--- config.mk ---
export PLATFORM = sky130hd
export DESIGN_NAME = universal_shift_register
export DESIGN_NICKNAME = d
export VERILOG_FILES = /design/src/rtl/universal_shift_register_pkg.sv /design/src/rtl/dff_ar.sv /design/src/rtl/universal_shift_register.sv
export SDC_FILE = /design/constraint.sdc
export NUM_CORES = 1
export LEC_CHECK = 0
export ABC_AREA = 1
export ABC_CLOCK_PERIOD_IN_PS = 1700
export CAP_MARGIN = 15
export CORE_MARGIN = 1
export CORE_UTILIZATION = 47
export DETAILED_ROUTE_END_ITERATION = 8
export PLACE_DENSITY_LB_ADDON = 0.05
export SETUP_SLACK_MARGIN = 0.15
export SLEW_MARGIN = 20
export SYNTH_ARGS = -nofsm -noshare
export SYNTH_HDL_FRONTEND = slang
export SYNTH_SLANG_ARGS = --single-unit
--- constraint.sdc ---
create_clock -name clk -period 1.7 [get_ports clk]
set_input_delay 0.17 -clock clk [delete_from_list [all_inputs] [get_ports clk]]
set_output_delay 0.17 -clock clk [all_outputs]
set_load 0.005 [all_outputs]
--- src/rtl/universal_shift_register_pkg.sv ---
// Shared mode codes and serializer state encodings
// for the universal shift register datapath.
package universal_shift_register_pkg;

  typedef enum logic [1:0] {
    MODE_HOLD = 2'b00,
    MODE_SHR  = 2'b01,
    MODE_SHL  = 2'b10,
    MODE_LOAD = 2'b11
  } mode_e;

  typedef enum logic [1:0] {
    ST_IDLE  = 2'b00,
    ST_SHIFT = 2'b01,
    ST_DONE  = 2'b10
  } state_e;

endpackage

--- src/rtl/dff_ar.sv ---
// 1-bit D flip-flop, asynchronous active-low reset.
// Ports: d (data), clk, rst_n, q (stored bit).
module dff_ar (
  input  logic d,
  input  logic clk,
  input  logic rst_n,
  output logic q
);

  always_ff @(posedge clk or negedge rst_n) begin
    if (!rst_n) q <= 1'b0;
    else        q <= d;
  end

endmodule

--- src/rtl/universal_shift_register.sv ---
// Universal shift register (hold/shr/shl/load) plus a
// self-timed LSB-first serializer with busy/done status.
// Ports: clk, rst_n, mode, ser_in_r, ser_in_l, par_in,
//   start, par_out, ser_out_r, ser_out_l, busy, done.
module universal_shift_register
  import universal_shift_register_pkg::*;
#(
  parameter  int WIDTH = 8,
  localparam int CNT_W = (WIDTH > 1) ? $clog2(WIDTH) : 1
) (
  input  logic             clk,
  input  logic             rst_n,
  input  logic [1:0]       mode,
  input  logic             ser_in_r,
  input  logic             ser_in_l,
  input  logic [WIDTH-1:0] par_in,
  input  logic             start,
  output logic [WIDTH-1:0] par_out,
  output logic             ser_out_r,
  output logic             ser_out_l,
  output logic             busy,
  output logic             done
);

  localparam logic [CNT_W-1:0] LAST = CNT_W'(WIDTH - 1);

  state_e           state, state_n;
  logic [CNT_W-1:0] cnt, cnt_n;
  mode_e            op;
  logic [WIDTH-1:0] q;

  always_ff @(posedge clk or negedge rst_n) begin
    if (!rst_n) begin
      state <= ST_IDLE;
      cnt   <= '0;
      busy  <= 1'b0;
      done  <= 1'b0;
    end else begin
      state <= state_n;
      cnt   <= cnt_n;
      busy  <= (state_n == ST_SHIFT);
      done  <= (state_n == ST_DONE);
    end
  end

  // op is the datapath command for this edge;
  // the FSM overrides mode outside IDLE.
  always_comb begin
    state_n = state;
    cnt_n   = cnt;
    op      = MODE_HOLD;
    unique case (state)
      ST_IDLE: begin
        if (start) begin
          op      = MODE_LOAD;
          cnt_n   = '0;
          state_n = ST_SHIFT;
        end else begin
          op = mode_e'(mode);
        end
      end
      ST_SHIFT: begin
        if (cnt == LAST) begin
          state_n = ST_DONE;
        end else begin
          op    = MODE_SHR;
          cnt_n = cnt + 1'b1;
        end
      end
      ST_DONE: state_n = ST_IDLE;
      default: state_n = ST_IDLE;
    endcase
  end

  for (genvar i = 0; i < WIDTH; i++) begin : g_bit
    logic hi, lo, d;

    // Neighbour taps; the end bits take the fill inputs.
    if (i == WIDTH - 1) begin : g_hi_fill
      assign hi = ser_in_r;
    end else begin : g_hi_tap
      assign hi = q[i+1];
    end

    if (i == 0) begin : g_lo_fill
      assign lo = ser_in_l;
    end else begin : g_lo_tap
      assign lo = q[i-1];
    end

    always_comb begin
      d = q[i];
      unique case (op)
        MODE_HOLD: d = q[i];
        MODE_SHR:  d = hi;
        MODE_SHL:  d = lo;
        MODE_LOAD: d = par_in[i];
        default:   d = q[i];
      endcase
    end

    dff_ar u_dff (
      .d     (d),
      .clk   (clk),
      .rst_n (rst_n),
      .q     (q[i])
    );
  end

  assign par_out   = q;
  assign ser_out_r = q[0];
  assign ser_out_l = q[WIDTH-1];

endmodule

==> results of run 1 <==
sequential cells by signal (all words and copies together) (netlist names):
| signal | flops |
|---|---|
| g_bit.u_dff.q | 8 |
| busy | 1 |
| done | 1 |
| state | 2 |
| cnt | 3 |
layer usage:
metal  GRT usage, %  vias to the layer above  part of all wire [%]
met1           29.9                      390                    48
met5              0                        -                     0
met3           4.15                        2                   6.5
met2           29.9                       34                    45
met4           8.00                        0                  0.71
li1               -                      442                     -
kinds of logic after synthesis:
logic type               count (synthesis)  synth area share (%)
flip-flops                              15                  38.7
AO/OA/AOI/OAI                            9                  5.42
adder cells (fa/ha/maj)                  2                  2.58
AND/OR/NAND/NOR                         71                  37.8
buffers and inverters                   25                  15.5
where the power goes:
part / internal (mW) / switching (mW) / total, mW / leakage [nW]
clock network: 0.0872 / 0.120 / 0.207 / 0.0177
registers: 0.522 / 0.179 / 0.700 / 0.180
logic: 0.630 / 0.689 / 1.32 / 0.428
through the flow:
stage / util (%) / instances / cell area [sq um] / worst slack, ps
6_report: 67.1 / 175 / 1300 / 212
5_1_grt: 67.1 / 175 / 1300 / 111
4_1_cts: 64.2 / 173 / 1250 / 160
3_5_place_dp: 60.8 / 166 / 1180 / -7.67
3_3_place_gp: 60.8 / 166 / 1180 / 62.2
2_1_floorplan: - / 122 / 970 / 195
area by class of cell:
| cell class | instances | area, sq um |
|---|---|---|
| Multi-Input combinational cell | 85 | 522 |
| Sequential cell | 15 | 375 |
| Timing Repair Buffer | 30 | 290 |
| Inverter | 14 | 55.1 |
| Clock inverter | 1 | 5.00 |
| Tap cell | 27 | 33.8 |
| Clock buffer | 3 | 22.5 |
| Fill cell | 177 | 638 |
cells in the final DEF, fill, tap and decap left out, types with 3 or more instances in the layout:
cell / count
sky130_fd_sc_hd__a21oi_1: 4
sky130_fd_sc_hd__buf_4: 4
sky130_fd_sc_hd__clkbuf_4: 3
sky130_fd_sc_hd__clkdlybuf4s50_1: 26
sky130_fd_sc_hd__dfrtp_1: 15
sky130_fd_sc_hd__inv_1: 11
sky130_fd_sc_hd__nand2_1: 30
sky130_fd_sc_hd__nand3_1: 13
sky130_fd_sc_hd__nand3_2: 6
sky130_fd_sc_hd__nor2_1: 14
worst paths after layout:
| check | end | depth (start not counted) |
|---|---|---|
| max in group asynchronous | g_bit[3].u_dff.q | 2 |
| max | g_bit[5].u_dff.q | 9 |
| max reg2reg | g_bit[5].u_dff.q | 9 |
| min | done | 2 |
| min in group clk | g_bit[6].u_dff.q | 3 |
| min reg2reg | g_bit[3].u_dff.q | 2 |
timing repair:
item | CTS | global route
hold buffers | 0 | 0
buffers inserted | 0 | 2
pin swaps | 3 | 6
gates cloned | 3 | 0
setup endpoints to repair | 11 | 11
resized for setup | 3 | 8
==> run summary, run 1 <==
The final count of pins violating max slew is 0. The count of synthesis-stage warnings from yosys is 0. The gate count of the mapped netlist is 122.

Of the available clock period, the critical path in the final layout requires 87.5%. The quantity of I/O buffers inserted on ports came out at 26. The worst register-to-register path begins at cnt[0]. The final count of hold timing violations came out at 0. The total buffers and inverters traversed by the critical path is 2. The commonest register cell after synthesis is sky130_fd_sc_hd__dfrtp_1. The congestion estimate from routability-driven global placement came to 0.849.

On the critical path, the stage with the largest delay is an instance of sky130_fd_sc_hd__dfrtp_1. The clock transition time at the flip-flop clock pins of the worst setup and hold paths is 100 ps. The maximum achievable frequency came out at 672 MHz. The number of primary I/O pins came out at 27. The final routed wirelength across all metal layers came out at 2100 microns. By instance count, the leading cell after synthesis is sky130_fd_sc_hd__nand2_1. The area enclosed by the die boundary is 2250 sq um. TritonCTS built the clock tree.

The leakage component of the power is 0.626 nW. The fraction of layout instances using a drive strength above 1 came out at 20.9%. The worst setup path is captured at a flip-flop. The total power consumption of the routed design came out at 2.23 mW. The number of inserted diodes came out at 0. The maximum VDD drop came out at 0.000983 V. The critical path goes through ha_4, ha_4, inv_4, buf_4, nand3_2, nand3_1, nand2_1, nand2_1, a21oi_1.

The kind of start point of the critical path is a flip-flop. The largest net degree at the start of global routing came out at 16. Across all hold checks on the routed design, the worst slack comes to 192 ps. After detailed routing, the number of remaining DRC violations is 0. The first-iteration detailed-routing DRC count came out at 30.

The floorplan has 16 rows. The worst-path maximum fanout is 7. The later pin in the worst-skew pair is clocked with a latency of 280 ps. The unique cell type count in the Yosys netlist is 22. The required time reported for the critical path endpoint came out at 1880 ps. The synthesized flop and latch total came out at 15. The normalized max-slew margin is 75.2%.

The detail-routed net length per standard cell is 12.0 microns. The flop-to-flop setup slack came out at 210 ps. After synthesis, the cell types taking the most area are sky130_fd_sc_hd__dfrtp_1 39%, sky130_fd_sc_hd__nand2_1 12%, sky130_fd_sc_hd__nand3_1 7.7%.

The detail-routed via count per cell came out at 4.96. The maximum buffer depth of the clock tree came out at 2. The source of the critical timing path is cnt[0].

The worst-case clock skew is 3.73 ps. Summed over all instances, the cell type with the most area after synthesis is sky130_fd_sc_hd__dfrtp_1. The kind of critical path is reg -> reg. The final setup violation count came out at 0.

The commonest cells after synthesis are 30 x sky130_fd_sc_hd__nand2_1, 15 x sky130_fd_sc_hd__dfrtp_1, 15 x sky130_fd_sc_hd__nand3_1. Setup repair after global routing could not meet its margin everywhere. Summed over all failing endpoints, the final setup total negative slack is 0 ps. The all-layer global routing usage is 20.5%. The number of H-tree levels came out at 1. The floorplan die height is 47.4 microns.

The post-synthesis sequential area ratio is 38.7%. The number of global-route vias before repair was 706. From left edge to right edge, the die measures 47.4 microns. The proportion of netlist area held by the largest area contributor is 38.7%.

The number of nets in the synthesized netlist came out at 139. Across all layers, the routed design uses 868 vias. Detailed placement finished with a half-perimeter wire length of 1350 microns. The area growth from synthesis to layout is 34.5%. The starting density of the core came out at 49.9%.

TritonCTS created 3 clock buffers. Max-cap violations in this run came to 0. The CTS sink count is 15. The run finished with clean final reports. Among cell families on the critical path, the largest total delay comes from flip-flops.

Yosys mapped a number of flops with a built-in enable equal to 0. In this run the clock root is driven by a sky130_fd_sc_hd__clkbuf_4. The transition time at the pin with the least slew margin is 371 ps.

In this run the cell area of the synthesized design comes to 970 sq um. The synthesized area divided by synthesized cell count came out at 7.95 sq um. The area inside the core boundary is 1940 sq um. The global-route wire length before repair is 3200 microns. The total overflow reported by the global router came out at 0.

Before antenna repair, the detailed router went through 4 iterations. The initial antenna violation count is 0. In the synthesized netlist the async set-or-reset flop fraction comes to 100%. On the worst path, the slowest cell contributes a delay of 430 ps.

Counting I/O delays and the setup requirement, the final critical path takes 1490 ps. The worst hold path belongs to the class in -> async. The data arrival time of the critical path is 1660 ps.

The total power per unit cell area came out at 1710 nW/um^2. The number of nets with antenna violations after detailed routing came out at 0. The net count of the finished layout is 166.
No activity file was read; power rests on OpenSTA's default activity.
==> inputs of run 2 (changes only) <==
- PLACE_DENSITY_LB_ADDON: 0.05 -> 0.08
==> run summary, run 2 (synthesis gave the netlist of run 1 again) <==
The hold buffer count at CTS is 0 (unchanged). The width of the die is 47.4 microns (unchanged). The register with the highest flop count is g_bit.u_dff.q. The data arrival time of the critical path is 1700 ps (+40 ps).

TritonCTS built the clock tree. The number of inserted diodes is 0 (unchanged). Setup repair after global routing could not meet its margin everywhere.

The maximum buffer depth of the clock tree is 2 (unchanged). The number of flip-flops in the largest register is 8 (unchanged). The total power per unit cell area came to 1750 nW/um^2 (+2.5%). The tightest hold margin came out at 187 ps (-4.88 ps). The fraction of layout instances using a drive strength above 1 was 21.5% (+0.53 points). The maximum achievable frequency came out at 662 MHz (-1.5%). The number of DRC violations after detailed routing was 0 (unchanged). The buffer type at the clock tree root is sky130_fd_sc_hd__clkbuf_4. The insertion delay to the later sink of the worst-skew pair is 290 ps (about the same). The estimated wirelength of the detail-placed design came to 1320 microns (-2.9%). The required time reported for the critical path endpoint is 1890 ps (about the same). The final setup violation count is 0 (unchanged). The worst-case setup slack after placement came out at -2.16 ps (+5.51 ps). The global placement routability congestion was 0.832 (-2.1%).

The final count of hold timing violations came out at 0 (unchanged). The largest registers in the layout are g_bit.u_dff.q: 8 flops, cnt: 3 flops, state: 2 flops. The detailed-route wire length on metal 1 came out at 995 microns (-0.80%).

The global-route wire length before repair came to 2940 microns (-8.2%). The largest net degree at the start of global routing came out at 16 (unchanged). The area enclosed by the die boundary is 2250 sq um (unchanged). The flow ran to the end, and the final reports show no timing, DRC or antenna violations.

The total number of placement rows was 16 (unchanged). The final setup slack of the worst path was 189 ps (-23.0 ps). The area inside the core boundary was 1940 sq um (unchanged).

The total met2 wirelength after detailed routing came out at 920 microns (-2.3%). The most common cell after layout, fill and taps aside is sky130_fd_sc_hd__nand2_1. The worst reg2reg path depth came out at 9 (unchanged).

The final routed wirelength across all metal layers came to 2060 microns (-2.0%). The starting density of the core came out at 49.9% (unchanged). The final clock period utilization by the worst path came out at 88.9% (+1.4 points).

The capturing element type of the critical path is a flip-flop. The worst-case clock skew is 1.46 ps (-2.27 ps). The number of primary I/O pins is 27 (unchanged). The number of nets with antenna violations after detailed routing is 0 (unchanged). The floorplan die height came out at 47.4 microns (unchanged). The final standard cell utilization of the core is 67.3% (+0.13 points). The transition time at the pin with the least slew margin came out at 392 ps (+21.0 ps). In the layout the commonest cells are 30 x sky130_fd_sc_hd__nand2_1, 26 x sky130_fd_sc_hd__clkdlybuf4s50_1, 15 x sky130_fd_sc_hd__dfrtp_1, 14 x sky130_fd_sc_hd__nor2_1, 14 x sky130_fd_sc_hd__nand3_1. The detailed route wirelength on metal3 came to 113 microns (-17%). The total overflow reported by the global router was 0 (unchanged).

The worst-path maximum fanout is 8 (+1). The CTS sink count is 15 (unchanged). The all-layer global routing usage came to 18.9% (-1.7 points).

The leakage component of the power came to 0.618 nW (-1.2%). The initial antenna violation count came to 0 (unchanged). The clock transition time at the flip-flop clock pins of the worst setup and hold paths is 100 ps (about the same). The number of global-route vias before repair came out at 682 (-3.4%). The number of H-tree levels came to 1 (unchanged).

The via count of the routed design is 862 (-0.69%). The number of optimization iterations in the first detailed-route pass came out at 4 (unchanged). The final count of pins violating max slew was 0 (unchanged).

The worst hold path class is in -> async. The number of maximum-capacitance constraint violations came out at 0 (unchanged). The first-iteration detailed-routing DRC count is 9 (-70%).

The CTS buffer count is 3 (unchanged). The number of nets in the layout is 167 (+0.60%). The growth of design area from synthesis to finish came out at 34.7%. By startpoint and endpoint, the worst setup path is classified as reg -> reg. The maximum VDD drop came out at 0.00112 V (+14%). The shortest period the worst path allows came out at 1510 ps (+23.0 ps).

The top metal layer carrying routed signals is met4. The flop-to-flop setup slack is 190 ps (-20 ps). The kind of start point of the critical path is a flip-flop. The detail-routed net length per standard cell was 11.7 microns (-2.6%). The quantity of I/O buffers inserted on ports came to 26 (unchanged). The detail-routed via count per cell came out at 4.90 (-1.3%). The startpoint of the worst register-to-register path is cnt[0]. In this run the critical register-to-register path is captured at g_bit[6].u_dff.q. The normalized max-slew margin was 73.8% (-1.3 points).
-- run 2: cell count changes in the layout (fill, tap and decap cells not counted), sizes merged --
cell and delta:
buf +2, clkinv -1, clkinvlp +1, nand3 -1
-- run 2: layout make-up --
class,count,area [sq um]
Inverter,14,55.1
Fill cell,171,636
Clock buffer,3,22.5
Clock inverter,1,7.51
Sequential cell,15,375
Multi-Input combinational cell,84,503
Tap cell,27,33.8
Timing Repair Buffer,32,309
-- run 2: repair_timing --
| item | CTS | global route |
|---|---|---|
| resized for setup | 6 | 8 |
| pin swaps | 3 | 4 |
| setup buffers | 3 | 1 |
| cloned | 2 | 0 |
| endpoints found under the setup margin | 11 | 12 |
-- run 2: routing by layer --
layer	track usage, %	vias up
met5	0	-
met4	8.57	0
met1	28.0	397
met2	27.4	25
met3	2.26	2
li1	-	438
-- run 2: report_power, final --
part / internal (mW) / switching, mW / total [mW]
sequential: 0.522 / 0.158 / 0.680
combinational: 0.675 / 0.710 / 1.38
clock: 0.0894 / 0.134 / 0.223
-- run 2: worst max-delay path by stage --
stage / startpoint / end / slack [ps] / depth (start not counted)
after global routing: cnt[0] / g_bit[5].u_dff.q / 110 / 9
after CTS: cnt[0] / cnt[0] / 160 / 7
after global placement: cnt[0] / g_bit[3].u_dff.q / 80 / 9
final: cnt[0] / g_bit[6].u_dff.q / 190 / 9
after detailed placement: cnt[0] / g_bit[7].u_dff.q / -2 / 9
after floorplan: cnt[0] / g_bit[7].u_dff.q / 200 / 9
-- run 2: critical path, cell delays in order, from the launching register on --
cell,delay (ps)
sky130_fd_sc_hd__dfrtp_1,410
sky130_fd_sc_hd__ha_2,190
sky130_fd_sc_hd__ha_4,160
sky130_fd_sc_hd__inv_4,50
sky130_fd_sc_hd__nand3_4,140
sky130_fd_sc_hd__buf_6,190
sky130_fd_sc_hd__nand3_1,70
sky130_fd_sc_hd__nand2_1,50
sky130_fd_sc_hd__nand2_1,90
sky130_fd_sc_hd__a21oi_2,50
-- run 2: stage by stage --
stage	std cells	total power, mW	cell area (sq um)	setup TNS, ps
floorplan	122	1.60	970	0
global placement	166	1.82	1180	0
detailed placement	166	1.84	1180	-2.16
CTS	175	2.20	1260	0
global route	176	2.49	1310	0
finish	176	2.29	1310	0
